`src/rtl/spi_cfg_pkg.sv`:
```
`default_nettype none
// ============================================================================
//  Module      : spi_cfg_pkg
//  Description : Shared types and constants for the SPI configuration
//                sequencer and its frame shifter.
//  Revision    : 1.0 - initial release
// ============================================================================
package spi_cfg_pkg;

    // Sequencer states
    typedef enum logic [3:0] {
        S_IDLE     = 4'd0,
        S_FETCH    = 4'd1,
        S_WR_SHIFT = 4'd2,
        S_RD_CMD   = 4'd3,
        S_RD_SHIFT = 4'd4,
        S_LATCH    = 4'd5,
        S_GAP      = 4'd6,
        S_CHECK    = 4'd7,
        S_NEXT     = 4'd8,
        S_DONE     = 4'd9,
        S_ERR      = 4'd10
    } state_e;

    // Kind of the frame most recently shifted
    typedef enum logic [1:0] {
        FR_WRITE = 2'd0,
        FR_RDCMD = 2'd1,
        FR_READ  = 2'd2
    } frame_e;

    localparam logic [3:0] RD_CMD_NIBBLE = 4'hE;
    localparam int         ADDR_W        = 4;

    // Ceiling log2, never less than 1 so that single-entry ranges still get a bit
    function automatic int clog2_min1(input int value);
        int r;
        r = 0;
        for (int i = 0; i < 31; i++) begin
            if ((1 << i) < value) begin
                r = i + 1;
            end
        end
        if (r < 1) begin
            r = 1;
        end
        return r;
    endfunction

endpackage
`default_nettype wire

```
`src/rtl/spi_cfg_sequencer_shifter.sv`:
```
`default_nettype none
// ============================================================================
//  Module      : spi_frame_shifter
//  Description : Shifts one DATA_W frame LSB-first with spi_le low, optionally
//                capturing miso on each spi_clk rising edge.
//  Revision    : 1.0 - initial release
// ============================================================================
module spi_frame_shifter
    import spi_cfg_pkg::*;
#(
    parameter int DATA_W  = 32,
    parameter int CLK_DIV = 4
) (
    input  logic              clk,
    input  logic              rst,
    input  logic              go_i,
    input  logic [DATA_W-1:0] tx_word_i,
    input  logic              rx_en_i,
    input  logic              miso_i,
    output logic              spi_clk_o,
    output logic              mosi_o,
    output logic              le_o,
    output logic [DATA_W-1:0] rx_word_o,
    output logic              frame_done_o
);

    localparam int               PH_W     = clog2_min1(2 * CLK_DIV);
    localparam int               BIT_W    = clog2_min1(DATA_W);
    localparam logic [PH_W-1:0]  PH_RISE  = PH_W'(CLK_DIV - 1);
    localparam logic [PH_W-1:0]  PH_LAST  = PH_W'(2 * CLK_DIV - 1);
    localparam logic [BIT_W-1:0] BIT_LAST = BIT_W'(DATA_W - 1);

    logic              active_q;
    logic [PH_W-1:0]   ph_q;
    logic [BIT_W-1:0]  bit_q;
    logic [DATA_W-1:0] sr_q;
    logic [DATA_W-1:0] rx_q;
    logic              sclk_q;
    logic              le_q;
    logic              done_q;
    logic              rx_en_q;

    // mosi is the shift register LSB; the register is cleared between frames
    assign mosi_o       = sr_q[0];
    assign spi_clk_o    = sclk_q;
    assign le_o         = le_q;
    assign rx_word_o    = rx_q;
    assign frame_done_o = done_q;

    // Bit timing: spi_clk low for the first half of each bit, high for the second
    always_ff @(posedge clk or posedge rst) begin
        if (rst) begin
            active_q <= 1'b0;
            ph_q     <= '0;
            bit_q    <= '0;
            sr_q     <= '0;
            rx_q     <= '0;
            sclk_q   <= 1'b0;
            le_q     <= 1'b1;
            done_q   <= 1'b0;
            rx_en_q  <= 1'b0;
        end else begin
            done_q <= 1'b0;
            if (!active_q) begin
                if (go_i) begin
                    active_q <= 1'b1;
                    ph_q     <= '0;
                    bit_q    <= '0;
                    sr_q     <= tx_word_i;
                    rx_q     <= '0;
                    sclk_q   <= 1'b0;
                    le_q     <= 1'b0;
                    rx_en_q  <= rx_en_i;
                end
            end else begin
                ph_q <= ph_q + PH_W'(1);
                if (ph_q == PH_RISE) begin
                    sclk_q <= 1'b1;
                    if (rx_en_q) begin
                        rx_q <= {miso_i, rx_q[DATA_W-1:1]};
                    end
                end
                if (ph_q == PH_LAST) begin
                    sclk_q <= 1'b0;
                    ph_q   <= '0;
                    if (bit_q == BIT_LAST) begin
                        active_q <= 1'b0;
                        le_q     <= 1'b1;
                        sr_q     <= '0;
                        done_q   <= 1'b1;
                    end else begin
                        bit_q <= bit_q + BIT_W'(1);
                        sr_q  <= {1'b0, sr_q[DATA_W-1:1]};
                    end
                end
            end
        end
    end

endmodule
`default_nettype wire

```
`src/rtl/spi_cfg_sequencer.sv`:
```
`default_nettype none
// ============================================================================
//  Module      : spi_cfg_sequencer
//  Description : Walks a register table, writes each word over SPI, optionally
//                reads it back and retries mismatching writes.
//  Revision    : 1.0 - initial release
// ============================================================================
module spi_cfg_sequencer
    import spi_cfg_pkg::*;
#(
    parameter int NUM_REGS   = 11,
    parameter int DATA_W     = 32,
    parameter int CLK_DIV    = 4,
    parameter int LE_HOLD    = 4,
    parameter int GAP_CYCLES = 600,
    parameter int VERIFY     = 1,
    parameter int MAX_RETRY  = 2
) (
    input  logic                                clk,
    input  logic                                rst,
    input  logic                                start,
    output logic [clog2_min1(NUM_REGS)-1:0]     cfg_idx,
    input  logic [DATA_W-1:0]                   cfg_word,
    output logic                                spi_clk,
    output logic                                spi_mosi,
    input  logic                                spi_miso,
    output logic                                spi_le,
    output logic                                busy,
    output logic                                done,
    output logic                                error,
    output logic [clog2_min1(NUM_REGS)-1:0]     err_idx,
    output logic [DATA_W-1:0]                   rd_data
);

    localparam int IDX_W   = clog2_min1(NUM_REGS);
    localparam int RETRY_W = clog2_min1(MAX_RETRY + 1);
    localparam int CNT_MAX = (GAP_CYCLES > LE_HOLD) ? GAP_CYCLES : ((LE_HOLD > 2) ? LE_HOLD : 2);
    localparam int CNT_W   = clog2_min1(CNT_MAX + 1);

    localparam logic [CNT_W-1:0]   LE_LAST   = CNT_W'((LE_HOLD > 0) ? LE_HOLD - 1 : 0);
    localparam logic [CNT_W-1:0]   GAP_LAST  = CNT_W'((GAP_CYCLES > 0) ? GAP_CYCLES - 1 : 0);
    localparam logic [IDX_W-1:0]   IDX_LAST  = IDX_W'(NUM_REGS - 1);
    localparam logic [RETRY_W-1:0] RETRY_LIM = RETRY_W'(MAX_RETRY);

    state_e             state_q,   state_d;
    frame_e             kind_q,    kind_d;
    logic [IDX_W-1:0]   idx_q,     idx_d;
    logic [RETRY_W-1:0] retry_q,   retry_d;
    logic [CNT_W-1:0]   cnt_q,     cnt_d;
    logic [DATA_W-1:0]  wr_word_q, wr_word_d;
    logic [DATA_W-1:0]  tx_word_q, tx_word_d;
    logic               go_q,      go_d;
    logic               rx_en_q,   rx_en_d;
    logic               busy_q,    busy_d;
    logic               done_q,    done_d;
    logic               error_q,   error_d;
    logic [IDX_W-1:0]   err_idx_q, err_idx_d;
    logic [DATA_W-1:0]  rd_data_q, rd_data_d;

    logic               frame_done;
    logic [DATA_W-1:0]  rx_word;

    spi_frame_shifter #(
        .DATA_W  (DATA_W),
        .CLK_DIV (CLK_DIV)
    ) u_shifter (
        .clk          (clk),
        .rst          (rst),
        .go_i         (go_q),
        .tx_word_i    (tx_word_q),
        .rx_en_i      (rx_en_q),
        .miso_i       (spi_miso),
        .spi_clk_o    (spi_clk),
        .mosi_o       (spi_mosi),
        .le_o         (spi_le),
        .rx_word_o    (rx_word),
        .frame_done_o (frame_done)
    );

    assign cfg_idx = idx_q;
    assign busy    = busy_q;
    assign done    = done_q;
    assign error   = error_q;
    assign err_idx = err_idx_q;
    assign rd_data = rd_data_q;

    // State and datapath registers
    always_ff @(posedge clk or posedge rst) begin
        if (rst) begin
            state_q   <= S_IDLE;
            kind_q    <= FR_WRITE;
            idx_q     <= '0;
            retry_q   <= '0;
            cnt_q     <= '0;
            wr_word_q <= '0;
            tx_word_q <= '0;
            go_q      <= 1'b0;
            rx_en_q   <= 1'b0;
            busy_q    <= 1'b0;
            done_q    <= 1'b0;
            error_q   <= 1'b0;
            err_idx_q <= '0;
            rd_data_q <= '0;
        end else begin
            state_q   <= state_d;
            kind_q    <= kind_d;
            idx_q     <= idx_d;
            retry_q   <= retry_d;
            cnt_q     <= cnt_d;
            wr_word_q <= wr_word_d;
            tx_word_q <= tx_word_d;
            go_q      <= go_d;
            rx_en_q   <= rx_en_d;
            busy_q    <= busy_d;
            done_q    <= done_d;
            error_q   <= error_d;
            err_idx_q <= err_idx_d;
            rd_data_q <= rd_data_d;
        end
    end

    // Sequencing: table fetch, frame launch, inter-frame timing, compare and retry
    always_comb begin
        state_d   = state_q;
        kind_d    = kind_q;
        idx_d     = idx_q;
        retry_d   = retry_q;
        cnt_d     = cnt_q;
        wr_word_d = wr_word_q;
        tx_word_d = tx_word_q;
        go_d      = 1'b0;
        rx_en_d   = rx_en_q;
        busy_d    = busy_q;
        done_d    = done_q;
        error_d   = error_q;
        err_idx_d = err_idx_q;
        rd_data_d = rd_data_q;

        case (state_q)
            S_IDLE: begin
                if (start) begin
                    done_d  = 1'b0;
                    error_d = 1'b0;
                    busy_d  = 1'b1;
                    idx_d   = '0;
                    retry_d = '0;
                    cnt_d   = '0;
                    state_d = S_FETCH;
                end
            end
            S_FETCH: begin
                // First cycle presents cfg_idx, second cycle captures the table word
                if (cnt_q == '0) begin
                    cnt_d = CNT_W'(1);
                end else begin
                    cnt_d     = '0;
                    wr_word_d = cfg_word;
                    tx_word_d = cfg_word;
                    rx_en_d   = 1'b0;
                    kind_d    = FR_WRITE;
                    go_d      = 1'b1;
                    state_d   = S_WR_SHIFT;
                end
            end
            S_WR_SHIFT, S_RD_CMD, S_RD_SHIFT: begin
                if (frame_done) begin
                    if (state_q == S_RD_SHIFT) begin
                        rd_data_d = rx_word;
                    end
                    cnt_d   = '0;
                    state_d = S_LATCH;
                end
            end
            S_LATCH: begin
                if (cnt_q == LE_LAST) begin
                    cnt_d = '0;
                    // The readback frame follows its command without a settle gap
                    if (kind_q == FR_RDCMD) begin
                        tx_word_d = '0;
                        rx_en_d   = 1'b1;
                        kind_d    = FR_READ;
                        go_d      = 1'b1;
                        state_d   = S_RD_SHIFT;
                    end else begin
                        state_d = S_GAP;
                    end
                end else begin
                    cnt_d = cnt_q + CNT_W'(1);
                end
            end
            S_GAP: begin
                if (cnt_q == GAP_LAST) begin
                    cnt_d = '0;
                    if (kind_q == FR_READ) begin
                        state_d = S_CHECK;
                    end else if (VERIFY != 0) begin
                        tx_word_d = '0;
                        tx_word_d[2*ADDR_W-1:0] = {wr_word_q[ADDR_W-1:0], RD_CMD_NIBBLE};
                        rx_en_d   = 1'b0;
                        kind_d    = FR_RDCMD;
                        go_d      = 1'b1;
                        state_d   = S_RD_CMD;
                    end else begin
                        state_d = S_NEXT;
                    end
                end else begin
                    cnt_d = cnt_q + CNT_W'(1);
                end
            end
            S_CHECK: begin
                // Address nibble is not part of the compared register contents
                if (rd_data_q[DATA_W-1:ADDR_W] == wr_word_q[DATA_W-1:ADDR_W]) begin
                    state_d = S_NEXT;
                end else if (retry_q < RETRY_LIM) begin
                    retry_d = retry_q + RETRY_W'(1);
                    cnt_d   = '0;
                    state_d = S_FETCH;
                end else begin
                    state_d = S_ERR;
                end
            end
            S_NEXT: begin
                retry_d = '0;
                if (idx_q == IDX_LAST) begin
                    state_d = S_DONE;
                end else begin
                    idx_d   = idx_q + IDX_W'(1);
                    cnt_d   = '0;
                    state_d = S_FETCH;
                end
            end
            S_DONE: begin
                done_d  = 1'b1;
                busy_d  = 1'b0;
                state_d = S_IDLE;
            end
            S_ERR: begin
                error_d   = 1'b1;
                err_idx_d = idx_q;
                busy_d    = 1'b0;
                state_d   = S_IDLE;
            end
            default: begin
                state_d = S_IDLE;
            end
        endcase
    end

endmodule
`default_nettype wire

```
`config.mk`:
```
export PLATFORM = sky130hd
export DESIGN_NAME = spi_cfg_sequencer
export DESIGN_NICKNAME = d
export VERILOG_FILES = /design/src/rtl/spi_cfg_pkg.sv /design/src/rtl/spi_cfg_sequencer_shifter.sv /design/src/rtl/spi_cfg_sequencer.sv
export SDC_FILE = /design/constraint.sdc
export NUM_CORES = 1
export LEC_CHECK = 0
export ABC_CLOCK_PERIOD_IN_PS = 13500
export BUFFER_PORTS_ARGS = -buffer_cell sky130_fd_sc_hd__buf_4
export CAP_MARGIN = 10
export CELL_PAD_IN_SITES_DETAIL_PLACEMENT = 1
export CELL_PAD_IN_SITES_GLOBAL_PLACEMENT = 2
export CORE_MARGIN = 3
export CORE_UTILIZATION = 44
export CTS_BUF_LIST = sky130_fd_sc_hd__clkbuf_4 sky130_fd_sc_hd__clkbuf_8
export DETAILED_ROUTE_END_ITERATION = 12
export PLACE_DENSITY = 0.89
export SYNTH_ARGS = -nofsm -noshare
export SYNTH_HDL_FRONTEND = slang
export SYNTH_SLANG_ARGS = --single-unit
```
`constraint.sdc`:
```
create_clock -name clk -period 13.5 [get_ports clk]
set_clock_uncertainty 0.2 [all_clocks]
set_input_delay 2.7 -clock clk [delete_from_list [all_inputs] [get_ports clk]]
set_output_delay 2.7 -clock clk [all_outputs]
set_load 0.01 [all_outputs]
```
==> results of run 1 <==
## placed cells by master, fill, tap and decap left out, drive strengths merged, types with 3 or more instances in the layout
master / netlist / final
nand2b: 13 / 13
mux2: 76 / 76
and4: 3 / 3
a211o: 3 / 3
dfrtp: 203 / 203
nor2: 51 / 51
and3: 8 / 8
nor2b: 3 / 3
and2: 3 / 3
nor3: 10 / 10
xor2: 17 / 17
nand4: 7 / 7
a22o: 36 / 36
a21o: 4 / 4
or2: 3 / 3
or3: 3 / 3
a21oi: 51 / 51
nand2: 150 / 150
buf: 21 / 93
inv: 16 / 17
clkbuf: 31 / 61
nand3: 48 / 48
nor4: 7 / 7
o21ai: 62 / 62
xnor2: 14 / 14
a31oi: 8 / 8
ha: 9 / 9
## power by group
| group | internal, uW | switching, uW |
|---|---|---|
| combinational | 323 | 366 |
| clock | 343 | 251 |
| sequential | 782 | 143 |
## worst min-delay path: stages (launching register included)
cell and delay (ps):
sky130_fd_sc_hd__dfrtp_1 340, sky130_fd_sc_hd__nand2_1 50, sky130_fd_sc_hd__o21ai_0 60
## kinds of logic after synthesis
kind of cell / Yosys count / synth area share
xor gates and xnor gates: 31 / 0.0295
adders and majority gates: 9 / 0.0122
and+or+nand+nor: 313 / 0.154
DFF: 204 / 0.555
buffers and inverters: 68 / 0.0354
AOI/OAI and AO/OA: 174 / 0.118
muxes: 77 / 0.0962
## path summary, 6_finish.rpt
kind	start	to	slack (ps)
worst max-delay path	u_shifter.le_o	spi_le	9410
worst min-delay path	u_shifter.sr_q[8]	u_shifter.sr_q[8]	280
worst max register to register	state_q[1]	tx_word_q[5]	9770
worst min register to register	u_shifter.sr_q[8]	u_shifter.sr_q[8]	280
max in group asynchronous	rst	done	9420
min in group asynchronous	rst	u_shifter.rx_word_o[23]	2130
## routing by layer
layer | vias up | global-route usage | share of wire
met1 | 3449 | 0.299 | 0.46
li1 | 3199 | - | -
met2 | 114 | 0.343 | 0.48
met5 | - | 0 | 0
met3 | 44 | 0.0382 | 0.040
met4 | 0 | 0.0598 | 0.022
## flip-flops by register name, summed over array words and instances, names as in the netlist, 2 cells and up
signal / cells
cfg_idx: 4
cnt_q: 10
err_idx: 4
kind_q: 2
rd_data: 32
retry_q: 2
state_q: 4
tx_word_q: 32
u_shifter.bit_q: 5
u_shifter.ph_q: 3
u_shifter.rx_word_o: 32
u_shifter.sr_q: 32
wr_word_q: 32
## per-stage QoR
step | instances | utilization | setup WS, ps
after floorplan | 876 | - | 5030
after detailed placement | 1187 | 0.490 | 8760
after CTS | 1249 | 0.527 | 9320
final | 1249 | 0.527 | 9410
after global routing | 1249 | 0.527 | 9070
after global placement | 1187 | 0.490 | 8760
## cell type report
cell class / instances / area (sq um)
fillers: 2236 / 9630
flip-flops and latches: 204 / 5110
multi-input cells: 604 / 3780
clock buffers: 61 / 739
repair buffers: 93 / 698
well taps: 270 / 338
inverters: 16 / 67.6
clock inverters: 1 / 8.76
==> results_tabular.tex, run 1 <==
\begin{tabular}{lr}
\hline
Metric & Value \\
\hline
\multicolumn{2}{l}{\textbf{Synthesis}} \\
Number of warnings printed during yosys synthesis & 0 \\
Synth Instances & roughly 900 \\
Net Count, Synth & just over 900 \\
Number of enable flip-flop cells after synthesis & 0 \\
Async set-reset flop share out of synthesis & 1.00 \\
Count of distinct cell types in the synthesized netlist & 53 \\
Sequential area share after synthesis & 0.555 \\
Synth Flop Type & sky130\_fd\_sc\_hd\_\_dfrtp\_1 \\
Leading cell types by total area after synthesis & sky130\_fd\_sc\_hd\_\_dfrtp\_1 55\%, sky130\_fd\_sc\_hd\_\_mux2\_2 8.1\%, sky130\_fd\_sc\_hd\_\_nand2\_1 6.1\% \\
Count of state elements after synthesis & 204 \\
Share of the synthesized area in the top cell type & 0.552 \\
Most common library cells after synthesis & 203 x sky130\_fd\_sc\_hd\_\_dfrtp\_1, 150 x sky130\_fd\_sc\_hd\_\_nand2\_1, 66 x sky130\_fd\_sc\_hd\_\_mux2\_2 \\
Top cell type by total area after synthesis & sky130\_fd\_sc\_hd\_\_dfrtp\_1 \\
Mean instance size in the synthesized netlist & about 11 sq um \\
Netlist Area Pre-Place & roughly 9000 sq um \\
Leading cell type by number of instances after synthesis & sky130\_fd\_sc\_hd\_\_dfrtp\_1 \\
\multicolumn{2}{l}{\textbf{Clock network}} \\
Cts-stage hold buffer count & 0 \\
Clock insertion delay at the later pin of the skew report & 540 ps \\
TritonCTS clock tree & yes \\
Max H-tree Level & 2 \\
Setup repair bufs after CTS & 0 \\
Longest Clk Path Bufs & 3 \\
Cell at the root of the clock tree & sky130\_fd\_sc\_hd\_\_clkbuf\_8 \\
Count of clock tree sinks & between 200 and 250 \\
Clock slew at reported path FFs & 60 ps \\
Number of gates given a new drive strength after cts & 0 \\
Num CTS Buffers & 36 \\
\multicolumn{2}{l}{\textbf{Power}} \\
Power Dens Cells & a little over 200 nW/um\^{}2 \\
Leakage Power & $\sim$0.0052 uW \\
Worst IR drop on VDD & between 0.09 and 0.1 mV \\
Power after layout & between 2000 and 2500 uW \\
\multicolumn{2}{l}{\textbf{Routing}} \\
Post-DRT Antenna Nets & 0 \\
Post-detailed-routing wire length & about 23000 um \\
Vias post-DR & just under 7000 \\
Total DRC errors in the routed layout & 0 \\
Drt initial violations & between 400 and 500 \\
Post-DR vias/cell & 5.45 \\
First drt pass iteration count & 4 \\
Routed length per placed instance & between 15 and 20 um \\
\multicolumn{2}{l}{\textbf{Place}} \\
Post-DP HPWL & about 15000 um \\
Placed cell area & $\sim$10000 sq um \\
Final weighted congestion in routability-driven placement & 0.736 \\
Number of port buffers & 81 \\
\multicolumn{2}{l}{\textbf{Worst setup path}} \\
Cell family with most CP delay & flip-flops \\
Ordered list of cells on the worst path & buf\_4 \\
Worst r2r path cells & 6 \\
Crit. path cell count & 1 \\
Capturing element type of the critical path & output pin \\
Critical path data required time & around 11000 ps \\
Arr. time, crit path & 1190 ps \\
CP bufs+invs & 1 \\
Critical path fanouts, max & 2 \\
Category of the worst setup path launch point & register \\
Critical path's slowest cell & sky130\_fd\_sc\_hd\_\_dfstp\_2 \\
Maximum cell stage delay along the critical path & approximately 550 ps \\
Critical path type & register to output pin \\
\multicolumn{2}{l}{\textbf{Status}} \\
Result of the run & completed \\
\multicolumn{2}{l}{\textbf{Hold path}} \\
Count of cells along the worst hold path & 2 \\
Worst min-delay path class & register to register \\
\multicolumn{2}{l}{\textbf{Layout}} \\
Antenna cells & 0 \\
Total number of nets in the final design & 1000 \\
Area delta synth->final & 16.7\% \\
Share of cells above drive strength 1 & 0.240 \\
Post-route cell area & 10700 sq um \\
\multicolumn{2}{l}{\textbf{Timing}} \\
Unrepaired setup endpoints after global routing & no \\
Total count of hold-check failures in the final report & 0 \\
Transition at the pin with the smallest max-transition slack & approximately 960 ps \\
Worst hold slack & 277 ps \\
Sum of negative setup slack & 0 ps \\
Max-slew violation count & 0 \\
Count of final setup violators & 0 \\
Min Tclk post-route & about 4100 ps \\
Tightest slew margin relative to the limit & 0.362 \\
Period utilisation layout & 0.303 \\
Fmax & between 200 and 250 MHz \\
\multicolumn{2}{l}{\textbf{GRT}} \\
Maximum number of pins on one net before global-route repair & $\sim$130 \\
Total GRT Usage & 0.213 \\
Wire length of the first global-routing pass & approximately 38000 um \\
Via count of the first global-routing pass & approximately 7000 \\
Antenna violations before repair & 0 \\
GR Overflow Total & 0 \\
\multicolumn{2}{l}{\textbf{Floorplan}} \\
Number of cell rows & 52 \\
Die extent in x & 151 um \\
Initial core utilization & 0.452 \\
Core footprint & 20400 sq um \\
I/O pin count & 82 \\
Die footprint & $\sim$23000 sq um \\
Overall die height & approximately 150 um \\
\multicolumn{2}{l}{\textbf{Flow run}} \\
Total of max-cap violations & 0 \\
\hline
\end{tabular}
No activity file was read; power rests on OpenSTA's default activity.
==> run 2: changes to the inputs <==
--- a/config.mk
+++ b/config.mk
@@ -5,16 +5,16 @@
 export SDC_FILE = /design/constraint.sdc
 export NUM_CORES = 1
 export LEC_CHECK = 0
-export ABC_CLOCK_PERIOD_IN_PS = 13500
+export ABC_CLOCK_PERIOD_IN_PS = 3400
 export BUFFER_PORTS_ARGS = -buffer_cell sky130_fd_sc_hd__buf_4
 export CAP_MARGIN = 10
 export CELL_PAD_IN_SITES_DETAIL_PLACEMENT = 1
 export CELL_PAD_IN_SITES_GLOBAL_PLACEMENT = 2
 export CORE_MARGIN = 3
-export CORE_UTILIZATION = 44
+export CORE_UTILIZATION = 36
 export CTS_BUF_LIST = sky130_fd_sc_hd__clkbuf_4 sky130_fd_sc_hd__clkbuf_8
 export DETAILED_ROUTE_END_ITERATION = 12
-export PLACE_DENSITY = 0.89
+export PLACE_DENSITY = 0.78
 export SYNTH_ARGS = -nofsm -noshare
 export SYNTH_HDL_FRONTEND = slang
 export SYNTH_SLANG_ARGS = --single-unit
==> constraint.sdc (replaced) <==
create_clock -name clk -period 3.4 [get_ports clk]
set_clock_uncertainty 0.2 [all_clocks]
set_input_delay 0.68 -clock clk [delete_from_list [all_inputs] [get_ports clk]]
set_output_delay 0.68 -clock clk [all_outputs]
set_load 0.01 [all_outputs]
==> run 2 against run 1 <==
  * Critical path depth grew 5
  * Final area is 2.3% higher
  * Register-to-register slack worse by 9100 ps
  * Sequential cell count did not move
  * Critical path type is now register to register
  * Largest power group unchanged
==> results_tabular.tex, run 2 (same netlist as run 1, synthesis figures left out) <==
\begin{tabular}{lr}
\hline
Metric & Value \\
\hline
\multicolumn{2}{l}{\textbf{Place}} \\
Placed Cells incl. Taps & around 1300 \\
Final weighted congestion in routability-driven placement & 0.779 \\
Placed cell area & between 10000 and 15000 sq um \\
Number of port buffers & 81 \\
Post-DP HPWL & around 16000 um \\
\multicolumn{2}{l}{\textbf{Status}} \\
Result of the run & completed \\
\multicolumn{2}{l}{\textbf{Layout}} \\
Non-filler cells in the finished layout & $\sim$1300 \\
Layout Utilization & 0.444 \\
Share of cells above drive strength 1 & 0.251 \\
Commonest non-fill, non-tap cells in the layout & 203 x sky130\_fd\_sc\_hd\_\_dfrtp\_1, 150 x sky130\_fd\_sc\_hd\_\_nand2\_1, 101 x sky130\_fd\_sc\_hd\_\_buf\_4 \\
Antenna cells & 0 \\
Area delta synth->final & 19.4\% \\
Number of filler cells placed in the layout & 2728 \\
Leading cell type in the layout, fill and taps excluded & sky130\_fd\_sc\_hd\_\_dfrtp\_1 \\
Total number of nets in the final design & approximately 1000 \\
Post-route cell area & between 10000 and 15000 sq um \\
\multicolumn{2}{l}{\textbf{Timing}} \\
Period utilisation layout & 0.794 \\
Max-slew violation count & 0 \\
Transition at the pin with the smallest max-transition slack & approximately 950 ps \\
Tightest slew margin relative to the limit & 0.360 \\
Count of final setup violators & 0 \\
Worst hold slack & approximately 140 ps \\
Min Tclk post-route & roughly 2700 ps \\
Unrepaired setup endpoints after global routing & no \\
Total count of hold-check failures in the final report & 0 \\
Fmax & between 300 and 400 MHz \\
\multicolumn{2}{l}{\textbf{Clock network}} \\
TritonCTS clock tree & yes \\
Num CTS Buffers & 37 \\
Cell at the root of the clock tree & sky130\_fd\_sc\_hd\_\_clkbuf\_8 \\
Clock slew at reported path FFs & 60 ps \\
Count of clock tree sinks & between 200 and 250 \\
Number of gates given a new drive strength after cts & 0 \\
Longest Clk Path Bufs & 3 \\
Cts-stage hold buffer count & 0 \\
Clock insertion delay at the later pin of the skew report & between 500 and 600 ps \\
Max H-tree Level & 2 \\
Setup repair bufs after CTS & 0 \\
\multicolumn{2}{l}{\textbf{Worst setup path}} \\
Worst r2r path cells & 6 \\
Capture instance of the worst register-to-register path & wr\_word\_q[21] \\
Critical path type & register to register \\
Critical path data required time & 3610 ps \\
Category of the worst setup path launch point & register \\
Critical path fanouts, max & 57 \\
Capturing element type of the critical path & register \\
Arr. time, crit path & 2910 ps \\
Startpoint of the worst-slack reg-to-reg timing path & state\_q[3] \\
Worst R2R Setup Slack & 700 ps \\
\multicolumn{2}{l}{\textbf{GRT}} \\
Via count of the first global-routing pass & between 7000 and 8000 \\
GR Overflow Total & 0 \\
Wire length of the first global-routing pass & $\sim$39000 um \\
Total GRT Usage & 0.171 \\
Maximum number of pins on one net before global-route repair & just under 60 \\
Antenna violations before repair & 0 \\
\multicolumn{2}{l}{\textbf{Power}} \\
Worst IR drop on VDD & between 0.3 and 0.4 mV \\
Leakage Power & $\sim$0.0053 uW \\
Share of total power in sequential cells & 0.413 \\
Power after layout & around 8900 uW \\
Power Internal & a little under 6000 uW \\
Power Dens Cells & slightly above 800 nW/um\^{}2 \\
Clock power share & 0.269 \\
Switching share of power & 0.342 \\
Switching pwr & $\sim$3000 uW \\
Gate power share & 0.318 \\
\multicolumn{2}{l}{\textbf{Routing}} \\
Total DRC errors in the routed layout & 0 \\
Routed length per placed instance & 17.9 um \\
Met3 layer wire length in the routed design & around 1100 um \\
Top metal layer carrying routed signals & met4 \\
Post-DR vias/cell & $\sim$5.2 \\
Post-detailed-routing wire length & approximately 24000 um \\
Post-DRT Antenna Nets & 0 \\
Drt initial violations & 243 \\
Sum of met2 wire segment lengths after detailed routing & approximately 11000 um \\
Met1 WL & around 11000 um \\
First drt pass iteration count & 4 \\
Vias post-DR & a little under 7000 \\
\multicolumn{2}{l}{\textbf{Hold path}} \\
Worst min-delay path class & input pin to asynchronous set/reset pin \\
\multicolumn{2}{l}{\textbf{Floorplan}} \\
Core footprint & 24700 sq um \\
Number of cell rows & between 50 and 60 \\
Die footprint & between 20000 and 30000 sq um \\
Initial core utilization & 0.372 \\
I/O pin count & approximately 80 \\
Die extent in x & roughly 170 um \\
Overall die height & $\sim$170 um \\
\multicolumn{2}{l}{\textbf{Flow run}} \\
Total of max-cap violations & 0 \\
\hline
\end{tabular}
==> run 2: changes by cell type in the layout (fill, tap and decap cells not counted), moves of 2 or more <==
cell and change:
sky130_fd_sc_hd__buf_4 +8, sky130_fd_sc_hd__clkbuf_4 -6, sky130_fd_sc_hd__clkbuf_8 +3, sky130_fd_sc_hd__buf_12 +5, sky130_fd_sc_hd__clkinv_2 +2, sky130_fd_sc_hd__clkinvlp_4 +3
==> run 2: worst max-delay path, stage by stage, from the launching register on <==
cell	delay [ps]
sky130_fd_sc_hd__dfrtp_1	580
sky130_fd_sc_hd__inv_1	270
sky130_fd_sc_hd__and4_1	300
sky130_fd_sc_hd__a211o_4	370
sky130_fd_sc_hd__nor3_4	160
sky130_fd_sc_hd__buf_12	300
sky130_fd_sc_hd__mux2_2	380
==> run 2: worst max-delay path by stage <==
stage	start	end	depth (start not counted)	slack [ps]
after global routing	state_q[3]	wr_word_q[26]	6	500
after CTS	state_q[3]	wr_word_q[21]	6	690
after floorplan	rst	busy	1	-120
after detailed placement	state_q[3]	wr_word_q[21]	6	690
final	state_q[3]	wr_word_q[21]	6	700
after global placement	state_q[3]	wr_word_q[25]	6	750
==> run 2: layout make-up <==
type	instances	area [sq um]	area share
well taps	324	405	0.0369
inverters	16	63.8	0.00581
clock buffers	58	736	0.0670
multi-input cells	604	3780	0.344
repair buffers	106	858	0.0781
flip-flops and latches	204	5110	0.465
clock inverters	5	36.3	0.00330
==> run 2: power groups by stage <==
stage / sequential (uW) / clock, uW / combinational [uW]
2_1_floorplan: 3500 / 0 / 2280
3_3_place_gp: 3670 / 0 / 2760
3_5_place_dp: 3690 / 0 / 2840
4_1_cts: 3660 / 2480 / 2860
5_1_grt: 3770 / 2590 / 3160
6_report: 3670 / 2390 / 2820
==> run 2: per-layer routing <==
layer,GRT usage,vias to the layer above
li1,-,3226
met1,0.236,3463
met2,0.279,143
met3,0.0364,33
met4,0.0420,0
met5,0,-
==> run 2: stage by stage <==
stage / setup TNS [ps] / worst slack (ps)
6_report: 0 / 700
5_1_grt: 0 / 505
4_1_cts: 0 / 686
3_5_place_dp: 0 / 688
3_3_place_gp: 0 / 749
2_1_floorplan: -25060 / -123
